[src/rtl/jk_latch_ctrl_if.sv]
// Bundle of requester, latch-bank and status signals for jk_latch_ctrl.
// The master side is the requesters plus latch feedback; the slave side is the controller.
interface jk_latch_ctrl_if #(
  parameter int NREQ  = 2,
  parameter int WIDTH = 4
);
  logic [NREQ-1:0]       req;
  logic [2*NREQ-1:0]     cmd;
  logic [WIDTH*NREQ-1:0] mask;
  logic [WIDTH-1:0]      latch_q;
  logic [NREQ-1:0]       gnt;
  logic                  busy;
  logic                  done;
  logic [WIDTH-1:0]      latch_j;
  logic [WIDTH-1:0]      latch_k;
  logic                  latch_en;
  logic                  err;

  modport master (
    output req, cmd, mask, latch_q,
    input  gnt, busy, done, latch_j, latch_k, latch_en, err
  );

  modport slave (
    input  req, cmd, mask, latch_q,
    output gnt, busy, done, latch_j, latch_k, latch_en, err
  );
endinterface

[src/rtl/jk_latch_ctrl.sv]
// Round-robin sequencer driving a shared JK latch bank: setup -> enable pulse -> release.
// Optional readback check of the latch bank is enabled with `define JK_LATCH_CTRL_VERIFY_EN.
module jk_latch_ctrl #(
  parameter int NREQ      = 2,
  parameter int WIDTH     = 4,
  parameter int EN_CYCLES = 2
) (
  input  logic           clk,
  input  logic           rst,
  jk_latch_ctrl_if.slave bus
);
  localparam int PTR_W = (NREQ > 1) ? $clog2(NREQ) : 1;
  localparam int CNT_W = (EN_CYCLES > 1) ? $clog2(EN_CYCLES + 1) : 1;

  localparam logic [2:0] S_IDLE    = 3'd0;
  localparam logic [2:0] S_SETUP   = 3'd1;
  localparam logic [2:0] S_PULSE   = 3'd2;
  localparam logic [2:0] S_RELEASE = 3'd3;
  localparam logic [2:0] S_DONE    = 3'd4;

  localparam logic [1:0] C_HOLD   = 2'b00;
  localparam logic [1:0] C_RESET  = 2'b01;
  localparam logic [1:0] C_SET    = 2'b10;
  localparam logic [1:0] C_TOGGLE = 2'b11;

  logic [2:0]       state_q, state_d;
  logic [PTR_W-1:0] ptr_q, ptr_d;
  logic [1:0]       cmd_q, cmd_d;
  logic [WIDTH-1:0] mask_q, mask_d;
  logic [CNT_W-1:0] cnt_q, cnt_d;
  logic [NREQ-1:0]  gnt_q, gnt_d;
  logic             busy_q, busy_d;
  logic             done_q, done_d;
  logic [WIDTH-1:0] j_q, j_d;
  logic [WIDTH-1:0] k_q, k_d;
  logic             en_q, en_d;

  logic [1:0]       cmd_arr  [NREQ];
  logic [WIDTH-1:0] mask_arr [NREQ];
  logic             found;
  logic [PTR_W-1:0] win;
  int               idx;

  always_comb begin
    for (int i = 0; i < NREQ; i++) begin
      cmd_arr[i]  = bus.cmd[2*i +: 2];
      mask_arr[i] = bus.mask[WIDTH*i +: WIDTH];
    end
  end

  // Round-robin search: first set request at or after the pointer, wrapping.
  always_comb begin
    found = 1'b0;
    win   = '0;
    idx   = 0;
    for (int i = 0; i < NREQ; i++) begin
      idx = int'(ptr_q) + i;
      if (idx >= NREQ) idx = idx - NREQ;
      if (!found && bus.req[idx]) begin
        found = 1'b1;
        win   = PTR_W'(idx);
      end
    end
  end

  always_comb begin
    state_d = state_q;
    ptr_d   = ptr_q;
    cmd_d   = cmd_q;
    mask_d  = mask_q;
    cnt_d   = cnt_q;
    gnt_d   = gnt_q;
    done_d  = 1'b0;
    j_d     = j_q;
    k_d     = k_q;
    en_d    = en_q;
    case (state_q)
      S_IDLE: begin
        if (found) begin
          state_d    = S_SETUP;
          cmd_d      = cmd_arr[win];
          mask_d     = mask_arr[win];
          gnt_d      = '0;
          gnt_d[win] = 1'b1;
          ptr_d      = (win == PTR_W'(NREQ - 1)) ? '0 : win + 1'b1;
        end
      end
      S_SETUP: begin
        // TOGGLE is resolved against the live latch state so j and k are never both high.
        case (cmd_q)
          C_RESET:  begin j_d = '0;                       k_d = mask_q;                 end
          C_SET:    begin j_d = mask_q;                   k_d = '0;                     end
          C_TOGGLE: begin j_d = mask_q & ~bus.latch_q;    k_d = mask_q & bus.latch_q;   end
          default:  begin j_d = '0;                       k_d = '0;                     end
        endcase
        if (cmd_q == C_HOLD) begin
          state_d = S_RELEASE;
          en_d    = 1'b0;
        end else begin
          state_d = S_PULSE;
          en_d    = 1'b1;
          cnt_d   = CNT_W'(EN_CYCLES - 1);
        end
      end
      S_PULSE: begin
        if (cnt_q == '0) begin
          state_d = S_RELEASE;
          en_d    = 1'b0;
        end else begin
          cnt_d = cnt_q - 1'b1;
        end
      end
      S_RELEASE: begin
        state_d = S_DONE;
        done_d  = 1'b1;
        j_d     = '0;
        k_d     = '0;
      end
      S_DONE: begin
        state_d = S_IDLE;
        gnt_d   = '0;
      end
      default: begin
        state_d = S_IDLE;
        gnt_d   = '0;
        j_d     = '0;
        k_d     = '0;
        en_d    = 1'b0;
      end
    endcase
    busy_d = (state_d != S_IDLE);
  end

  always_ff @(posedge clk or posedge rst) begin
    if (rst) begin
      state_q <= S_IDLE;
      ptr_q   <= '0;
      cmd_q   <= '0;
      mask_q  <= '0;
      cnt_q   <= '0;
      gnt_q   <= '0;
      busy_q  <= 1'b0;
      done_q  <= 1'b0;
      j_q     <= '0;
      k_q     <= '0;
      en_q    <= 1'b0;
    end else begin
      state_q <= state_d;
      ptr_q   <= ptr_d;
      cmd_q   <= cmd_d;
      mask_q  <= mask_d;
      cnt_q   <= cnt_d;
      gnt_q   <= gnt_d;
      busy_q  <= busy_d;
      done_q  <= done_d;
      j_q     <= j_d;
      k_q     <= k_d;
      en_q    <= en_d;
    end
  end

  assign bus.gnt      = gnt_q;
  assign bus.busy     = busy_q;
  assign bus.done     = done_q;
  assign bus.latch_j  = j_q;
  assign bus.latch_k  = k_q;
  assign bus.latch_en = en_q;

`ifdef JK_LATCH_CTRL_VERIFY_EN
  logic [WIDTH-1:0] exp_q, exp_d;
  logic             err_q, err_d;

  // Expected readback is fixed at SETUP from the same latch sample used for TOGGLE.
  always_comb begin
    exp_d = exp_q;
    err_d = err_q;
    if (state_q == S_SETUP) begin
      case (cmd_q)
        C_SET:    exp_d = mask_q;
        C_RESET:  exp_d = '0;
        C_TOGGLE: exp_d = ~bus.latch_q & mask_q;
        default:  exp_d = bus.latch_q & mask_q;
      endcase
    end
    if ((state_q == S_DONE) && ((bus.latch_q & mask_q) != exp_q)) err_d = 1'b1;
  end

  always_ff @(posedge clk or posedge rst) begin
    if (rst) begin
      exp_q <= '0;
      err_q <= 1'b0;
    end else begin
      exp_q <= exp_d;
      err_q <= err_d;
    end
  end

  assign bus.err = err_q;
`else
  assign bus.err = 1'b0;
`endif
endmodule

[src/flat_wrapper.sv]
// flat-port wrapper written by rule: the top's interface ports become plain ports
module jk_latch_ctrl_flat 
#(
  parameter int NREQ      = 2,
  parameter int WIDTH     = 4,
  parameter int EN_CYCLES = 2
)
  (clk, rst, bus_req, bus_cmd, bus_mask, bus_latch_q, bus_gnt, bus_busy, bus_done, bus_latch_j, bus_latch_k, bus_latch_en, bus_err);
  jk_latch_ctrl_if #(.NREQ(NREQ), .WIDTH(WIDTH)) bus_i ();
  input  logic clk;
  input  logic rst;
  input wire logic [$bits(bus_i.req)-1:0] bus_req;
  input wire logic [$bits(bus_i.cmd)-1:0] bus_cmd;
  input wire logic [$bits(bus_i.mask)-1:0] bus_mask;
  input wire logic [$bits(bus_i.latch_q)-1:0] bus_latch_q;
  output wire logic [$bits(bus_i.gnt)-1:0] bus_gnt;
  output wire logic [$bits(bus_i.busy)-1:0] bus_busy;
  output wire logic [$bits(bus_i.done)-1:0] bus_done;
  output wire logic [$bits(bus_i.latch_j)-1:0] bus_latch_j;
  output wire logic [$bits(bus_i.latch_k)-1:0] bus_latch_k;
  output wire logic [$bits(bus_i.latch_en)-1:0] bus_latch_en;
  output wire logic [$bits(bus_i.err)-1:0] bus_err;
  assign bus_i.req = bus_req;
  assign bus_i.cmd = bus_cmd;
  assign bus_i.mask = bus_mask;
  assign bus_i.latch_q = bus_latch_q;
  assign bus_gnt = bus_i.gnt;
  assign bus_busy = bus_i.busy;
  assign bus_done = bus_i.done;
  assign bus_latch_j = bus_i.latch_j;
  assign bus_latch_k = bus_i.latch_k;
  assign bus_latch_en = bus_i.latch_en;
  assign bus_err = bus_i.err;
  jk_latch_ctrl #(.NREQ(NREQ), .WIDTH(WIDTH), .EN_CYCLES(EN_CYCLES)) u_core (.clk(clk), .rst(rst), .bus(bus_i));
endmodule
[config.mk]
export PLATFORM = sky130hd
export DESIGN_NAME = jk_latch_ctrl_flat
export DESIGN_NICKNAME = d
export VERILOG_FILES = /design/src/rtl/jk_latch_ctrl_if.sv /design/src/rtl/jk_latch_ctrl.sv /design/src/flat_wrapper.sv
export SDC_FILE = /design/constraint.sdc
export NUM_CORES = 1
export LEC_CHECK = 0
export ABC_AREA = 1
export BUFFER_PORTS_ARGS = -buffer_cell sky130_fd_sc_hd__buf_2
export CORE_ASPECT_RATIO = 0.75
export CORE_MARGIN = 2
export CORE_UTILIZATION = 35
export DETAILED_ROUTE_END_ITERATION = 6
export GPL_ROUTABILITY_DRIVEN = 0
export PLACE_DENSITY = 0.56
export SLEW_MARGIN = 25
export SYNTH_ARGS = -nofsm -noshare
export SYNTH_HDL_FRONTEND = slang
export SYNTH_SLANG_ARGS = --single-unit
[constraint.sdc]
create_clock -name clk -period 1.5 [get_ports clk]
set_input_delay 0.3 -clock clk [delete_from_list [all_inputs] [get_ports clk]]
set_output_delay 0.3 -clock clk [all_outputs]
set_load 0.01 [all_outputs]
Word-level counts from Yosys, hierarchy flattened --
Index checks and enable logic that the tools add are counted. Widths: inputs -> output; s select.
Cells by class: add/sub/neg operators 5, order comparisons 7, eq/ne operators 11, muxes and demuxes 38, bitwise gates (word level) 6, reduce and logical (&&, ||, !) cells 15
Operators by type and width (number):
- $lt 32x3->1 const B | 2
- $mux 32 | 2
- $ge 32x3->1 const B | 1
- $pmux 4 s2 | 4
- $sub 32x3->32 const B | 1
- $mux 1 | 16
- $mux 2 | 6
- $mux 4 | 3
- $pmux 3 s4 | 1
- $reduce_or 3->1 | 3
- $and 4x4->4 | 2
- $pmux 2 s2 | 2
- $eq 3x2->1 const B | 2
- $mux 3 | 2
- $reduce_and 2->1 | 3
- $eq 2x2->1 const B | 2
- $logic_not 2->1 | 2
- $ne 2x1->1 const B | 2
- $ne 2x2->1 const B | 2
- $not 4->4 | 1
- $eq 3x1->1 const B | 1
- $eq 3x3->1 const B | 1
- $logic_not 3->1 | 1
- $pmux 1 s3 | 1
- other kinds (17) | 19
Word-level totals: flip-flop bits (word level) 25, output and inout bits 14, logic and storage cells 93

Depth between registers and ports, before layout --
Gate-level depths: netlist (run 1).
depth in word-level cells 15, mapped depth 7

Worst setup path before layout (run 1) --
OpenSTA, ideal clock, no wires.
path type register to register, start point reg u_core.state_q[1], end point reg u_core.cmd_q[0], library setup time 126 ps, arrival time 967 ps, required time 1374 ps, slack 408 ps, stages on the path, launching flop included 7, path buffers 0, clock period less this slack 1092 ps, cell sequence dfrtp_1 -> nor2_4 -> nand2_4 -> nor2_8 -> inv_4 -> nand2_1 -> nand3_1
On the way: cells in the longest elaborated chain, start to end 2
Ends and longest elaborated chain:
- start, declared | RTL line jk_latch_ctrl.sv:26 | logic [2:0] state_q, state_d;
- start signal, assigned | RTL line jk_latch_ctrl.sv:148 | state_q <= state_d;
- $logic_not 3->1 | RTL line jk_latch_ctrl.sv:77 | case (state_q)
- $reduce_and 2->1 (no line)
- end signal, assigned | RTL line jk_latch_ctrl.sv:150 | cmd_q <= cmd_d;
- end, declared | RTL line jk_latch_ctrl.sv:28 | logic [1:0] cmd_q, cmd_d;
Every way passes these cells. A chain may end at the register's enable or synchronous reset.

Worst setup path after layout (run 1) --
start point reg u_core.state_q[1], end point reg u_core.mask_q[2]
On the way: cells in the longest elaborated chain, start to end 2
Ends and longest elaborated chain:
- $logic_not 3->1 | RTL line jk_latch_ctrl.sv:77
- $reduce_and 2->1 (no line)
- end signal, assigned | RTL line jk_latch_ctrl.sv:151 | mask_q <= mask_d;
- end, declared | RTL line jk_latch_ctrl.sv:29 | logic [WIDTH-1:0] mask_q, mask_d;
Every way passes these cells.

==> results of run 1 <==
cell type report:
type	instances	area (um2)
sequential	25	626
clock buffer	3	41.3
tap	40	50.0
inverter	24	95.1
timing repair buffer	33	168
fill	315	1820
multi-input combinational	84	457
clock inverter	1	7.51
per-stage QoR:
stage                     hold slack (ps)  utilization  std cells  instance area (um2)  power, uW
after global routing                  101        0.442        210                 1440       3190
after global placement                363        0.427        206                 1400       2500
after floorplan                       327            -        135                 1190       2130
final                                60.7        0.442        210                 1440       2900
after detailed placement              370        0.427        206                 1400       2520
after CTS                            69.3        0.442        210                 1440       2940
routing by layer:
metal / up-vias / part of all wire / global-route usage
met3: 2 / 0.083 / 0.0497
met2: 34 / 0.41 / 0.222
li1: 514 / - / -
met4: 0 / 0.0028 / 0.0283
met1: 437 / 0.50 / 0.197
met5: - / 0 / 0
critical path: stages (launching register included):
cell,delay (ps)
dfrtp_1,480
nor2_4,140
nand2_4,90
nor2_8,150
inv_4,70
nand2_1,60
nand3_1,70
sequential cells by signal, indices dropped and copies added, names as in the netlist, 2 cells and up:
| register | cells |
|---|---|
| u_core.cmd_q | 2 |
| u_core.bus.latch_j | 4 |
| u_core.cnt_q | 2 |
| u_core.bus.gnt | 2 |
| u_core.bus.latch_k | 4 |
| u_core.state_q | 3 |
| u_core.mask_q | 4 |
worst paths after layout:
| check | from | to | slack (ps) | cells past startpoint |
|---|---|---|---|---|
| max | u_core.state_q[1] | u_core.mask_q[2] | 320 | 6 |
| min | rst | u_core.cnt_q[0] | 60 | 3 |
| max reg2reg | u_core.state_q[1] | u_core.mask_q[2] | 320 | 6 |
| min reg2reg | u_core.bus.latch_en | u_core.bus.latch_en | 480 | 2 |
| max in group asynchronous | rst | u_core.bus.latch_j[0] | 1190 | 3 |
| min in group clk | bus_mask[4] | u_core.mask_q[0] | 240 | 3 |
cells by family (layout without fill, tap and decap cells):
kind of cell	Yosys count	after routing	share of synthesized area
AOI/OAI and AO/OA	20	20	0.0989
and+or+nand+nor	62	62	0.272
DFF	25	25	0.526
adders and majority gates	1	1	0.0105
other	1	1	0.00315
buffers and inverters	26	61	0.0895
cell usage in the layout, fill, tap and decap left out, types with 3 or more instances in the layout:
cell type	instances
dfrtp_1	25
inv_1	20
nand4_1	4
clkbuf_8	3
o21ai_0	8
nand2_1	29
nand3_1	19
buf_2	32
o22ai_1	7
power by group through the flow:
stage | combinational [uW] | clock, uW | sequential [uW]
global route | 1500 | 440 | 1250
floorplan | 906 | 0 | 1230
global placement | 1290 | 0 | 1210
detailed placement | 1300 | 0 | 1220
finish | 1290 | 403 | 1210
CTS | 1310 | 423 | 1210
==> flow_metrics.env, run 1 <==
export IMPL_synth_top_cells_by_area="dfrtp_1, nand2_1, nand3_1"
export IMPL_cts_setup_buffers=0
export IMPL_avgSynthCellArea_um2=8.80
export IMPL_num_rows=18
export IMPL_yosys_cell_count_top_type="nand2_1"
export IMPL_wl_per_cell_um=12.0
export IMPL_synth_cell_types=23
export IMPL_p_leak_uw=0.000757
export IMPL_initial_utilization=0.364
export IMPL_synth_ff_latch_count=25
export IMPL_p_comb_frac=0.444
export IMPL_async_flop_share=1.00
export IMPL_core_area_um2=3270
export IMPL_worstPathArrival_ps=1340
export IMPL_ant_nets=0
export IMPL_synth_top_area_cell="dfrtp_1"
export IMPL_switching_share=0.433
export IMPL_path_class="register to register"
export IMPL_power_switching_uw=1260
export IMPL_setup_slack_ps=320
export IMPL_fin_nets=192
export IMPL_slew_violations=0
export IMPL_dr_pass1_iters=4
export IMPL_clock_skew_ps=13.3
export IMPL_worst_setup_path_start_kind="register"
export IMPL_synth_cells=135
export IMPL_power_density_nw_per_um2=2010
export IMPL_clockPowerShare=0.139
export IMPL_ctsRootBufferMaster="clkbuf_8"
export IMPL_die_area_um2=3880
export IMPL_grt_max_degree=26
export IMPL_die_w_um=71.3
export IMPL_tns_ps=0
export IMPL_drive_above_1_share=0.288
export IMPL_cts_sinks=25
export IMPL_synth_ff_type="dfrtp_1"
export IMPL_cap_violations=0
export IMPL_drt_initial_drc_count=57
export IMPL_io_pins=34
export IMPL_peakVddDrop_mv=0.630
export IMPL_place_hpwl_um=1960
export IMPL_n_antenna_cell=0
export IMPL_cts_buffer_depth=2
export IMPL_syn_num_nets=156
export IMPL_required_ps=1660
export IMPL_max_freq_mhz=847
export IMPL_period_needed_ps=1180
export IMPL_hold_class="primary input to asynchronous set/reset pin"
export IMPL_io_buffers=32
export IMPL_synth_seq_area_share=0.526
export IMPL_drc=0
export IMPL_setup_violations=0
export IMPL_overflow=0
export IMPL_post_route_period_util=0.787
export IMPL_cts_tree="done"
export IMPL_grt_pass1_vias=960
export IMPL_clk_pin_slew_worst_paths_ps=90
export IMPL_yosys_warnings=0
export IMPL_die_h_um=54.5
export IMPL_synth_top_area_share=0.526
export IMPL_place_worst_setup_slack_ps=322
export IMPL_grtUsageTotal=0.143
export IMPL_synth_commonest_cells="nand2_1, dfrtp_1, inv_1"
export IMPL_vias=987
export IMPL_wirelength_um=2530
export IMPL_syn_to_final_growth_pct=21.5
export IMPL_synth_area_um2=1190
export IMPL_synth_edff_count=0
export IMPL_hold_violations=0
export IMPL_avgViaCountPerCell=4.70
export IMPL_p_seq_frac=0.417
export IMPL_ctsHoldBuffers=0
export IMPL_cts_resized=0
export IMPL_intPower_uw=1640
export IMPL_rsz0062_at_grt="false"
export IMPL_worstSkewPairLatency_ps=270
export IMPL_cts_max_level=1
export IMPL_antenna_found_initial=0
export IMPL_numCtsBuffers=3
export IMPL_critPathCaptureType="register"
export IMPL_crit_fanout=9
export IMPL_grt_pass1_wl_um=4260
export IMPL_status="completed"
Power figures use the tool's default switching activity.
==> run 2: changes to the inputs <==
--- a/config.mk
+++ b/config.mk
@@ -12,7 +12,7 @@
 export CORE_UTILIZATION = 35
 export DETAILED_ROUTE_END_ITERATION = 6
 export GPL_ROUTABILITY_DRIVEN = 0
-export PLACE_DENSITY = 0.56
+export PLACE_DENSITY = 0.58
 export SLEW_MARGIN = 25
 export SYNTH_ARGS = -nofsm -noshare
 export SYNTH_HDL_FRONTEND = slang
==> constraint.sdc (replaced) <==
create_clock -name clk -period 1 [get_ports clk]
set_input_delay 0.2 -clock clk [delete_from_list [all_inputs] [get_ports clk]]
set_output_delay 0.2 -clock clk [all_outputs]
set_load 0.01 [all_outputs]
==> run 2 against run 1 <==
- the run now ends with negative setup slack left
- critical endpoint is now u_core.bus.latch_k[3]
- clock skew shrank 9.2 ps
- power grew 77%
- die area is the same
- combinational power grew 110%
- count of clock-buffer cells in the layout is the same
- sequential power grew 47%
- clock power grew 52%
- first-iteration DRC count shrank 21%
- utilization grew 6.4 points
- non-clock buffer count grew 15
- register-to-register slack lost 480 ps
==> flow_metrics.env, run 2 (synthesis gave the netlist of run 1 again) <==
export IMPL_status="complete, but fails checks"
export IMPL_violations="negative setup slack"
export IMPL_cts_tree="done"
export IMPL_setup_slack_ps=-159
export IMPL_ctsRootBufferMaster="clkbuf_8"
export IMPL_worstSkewPairLatency_ps=270
export IMPL_power_density_nw_per_um2=3100
export IMPL_io_pins=34
export IMPL_startpoint="u_core.cmd_q[1]"
export IMPL_grt_pass1_wl_um=4350
export IMPL_clock_skew_ps=4.06
export IMPL_post_route_period_util=1.16
export IMPL_syn_to_final_growth_pct=38.9
export IMPL_fin_nets=208
export IMPL_num_rows=18
export IMPL_fin_cells=226
export IMPL_fin_hold_ws_ps=148
export IMPL_p_leak_uw=0.000843
export IMPL_most_common_layout_cells="buf_2, nand2_1, dfrtp_1, nand3_1, inv_1"
export IMPL_place_hpwl_um=1960
export IMPL_setup_violations=22
export IMPL_cts_buffer_depth=2
export IMPL_die_w_um=71.3
export IMPL_cts_max_level=1
export IMPL_worstPathArrival_ps=1300
export IMPL_die_h_um=54.5
export IMPL_holdPathStages=3
export IMPL_grt_max_degree=26
export IMPL_required_ps=1140
export IMPL_period_needed_ps=1160
export IMPL_grt_pass1_vias=951
export IMPL_io_buffers=32
export IMPL_r2r_setup_slack_ps=-160
export IMPL_critPathCaptureType="register"
export IMPL_n_antenna_cell=0
export IMPL_hold_violations=0
export IMPL_vias=1077
export IMPL_final_common_cell="buf_2"
export IMPL_ant_nets=0
export IMPL_numCtsBuffers=3
export IMPL_crit_fanout=6
export IMPL_overflow=0
export IMPL_worst_setup_path_start_kind="register"
export IMPL_grtUsageTotal=0.147
export IMPL_wirelength_um=2730
export IMPL_avgViaCountPerCell=4.77
export IMPL_hp_start="bus_mask[7]"
export IMPL_cp_cell_sequence="inv_1 > o21ai_0 > o22ai_2"
export IMPL_clk_pin_slew_worst_paths_ps=90
export IMPL_reg2regPathDepth=3
export IMPL_antenna_found_initial=0
export IMPL_max_freq_mhz=863
export IMPL_cts_sinks=25
export IMPL_slew_violations=0
export IMPL_rsz0062_at_grt="true"
export IMPL_drt_initial_drc_count=45
export IMPL_drive_above_1_share=0.430
export IMPL_peakVddDrop_mv=1.66
export IMPL_rr_startpoint="u_core.cmd_q[1]"
export IMPL_critPathMaxStageDelay_ps=450
export IMPL_cap_violations=0
export IMPL_drc=0
export IMPL_wl_per_cell_um=12.1
export IMPL_dp_cells=216
export IMPL_worst_path_max_delay_cell="dfrtp_1"
export IMPL_core_area_um2=3270
export IMPL_dr_pass1_iters=4
export IMPL_hold_class="primary input to register"
export IMPL_path_class="register to register"
export IMPL_die_area_um2=3880
export IMPL_initial_utilization=0.364
==> run 2: path summary, 6_finish.rpt <==
kind	endpoint
max reg2reg	u_core.bus.latch_k[3]
max	u_core.bus.latch_k[3]
min in group asynchronous	u_core.bus.latch_en
max in group asynchronous	u_core.state_q[0]
min	u_core.mask_q[3]
min reg2reg	u_core.cnt_q[1]
==> run 2: repair_timing <==
| item | CTS | global route |
|---|---|---|
| gates cloned | 1 | 0 |
| hold buffers | 1 | 0 |
| endpoints found under the setup margin | 27 | 36 |
| endpoints found under the hold margin | 25 | 0 |
| resized for setup | 8 | 14 |
| pin swaps | 7 | 8 |
| setup buffers | 2 | 2 |
==> run 2: where the power goes <==
| group | switching (uW) | internal (uW) |
|---|---|---|
| Combinational | 1550 | 1180 |
| Sequential | 313 | 1470 |
| Clock | 329 | 282 |
==> run 2: worst max-delay path: cells and delay by family, from the launching register on <==
kind                   cells  cell delay [ps]
buffers and inverters      1              140
AO/OA/AOI/OAI              2              450
flip-flops                 1              450
==> run 2: layer usage <==
metal  global-route usage  wire, um  up-vias  part of all wire
met5                    0         0        -                 0
met4               0.0189        18        0            0.0066
met3               0.0424       141        2             0.052
met2                0.231      1250       28              0.46
met1                0.209      1310      503              0.48
li1                     -         -      544                 -
==> run 2: per-stage QoR <==
step / utilization / power, uW / cell area (um2) / setup slack (ps) / setup TNS, ps
finish: 0.506 / 5130 / 1650 / -159 / -1860
global route: 0.506 / 5580 / 1650 / -245 / -3820
CTS: 0.486 / 4920 / 1590 / -157 / -1720
detailed placement: 0.451 / 4070 / 1470 / -154 / -1770
global placement: 0.451 / 4010 / 1470 / -107 / -1220
floorplan: - / 3220 / 1190 / -89.2 / -561
==> run 2: layout make-up <==
type	instances	area, um2
inverter	24	95.1
fill	311	1610
tap	40	50.0
timing repair buffer	48	297
sequential	25	628
clock buffer	3	41.3
multi-input combinational	85	533
clock inverter	1	7.51
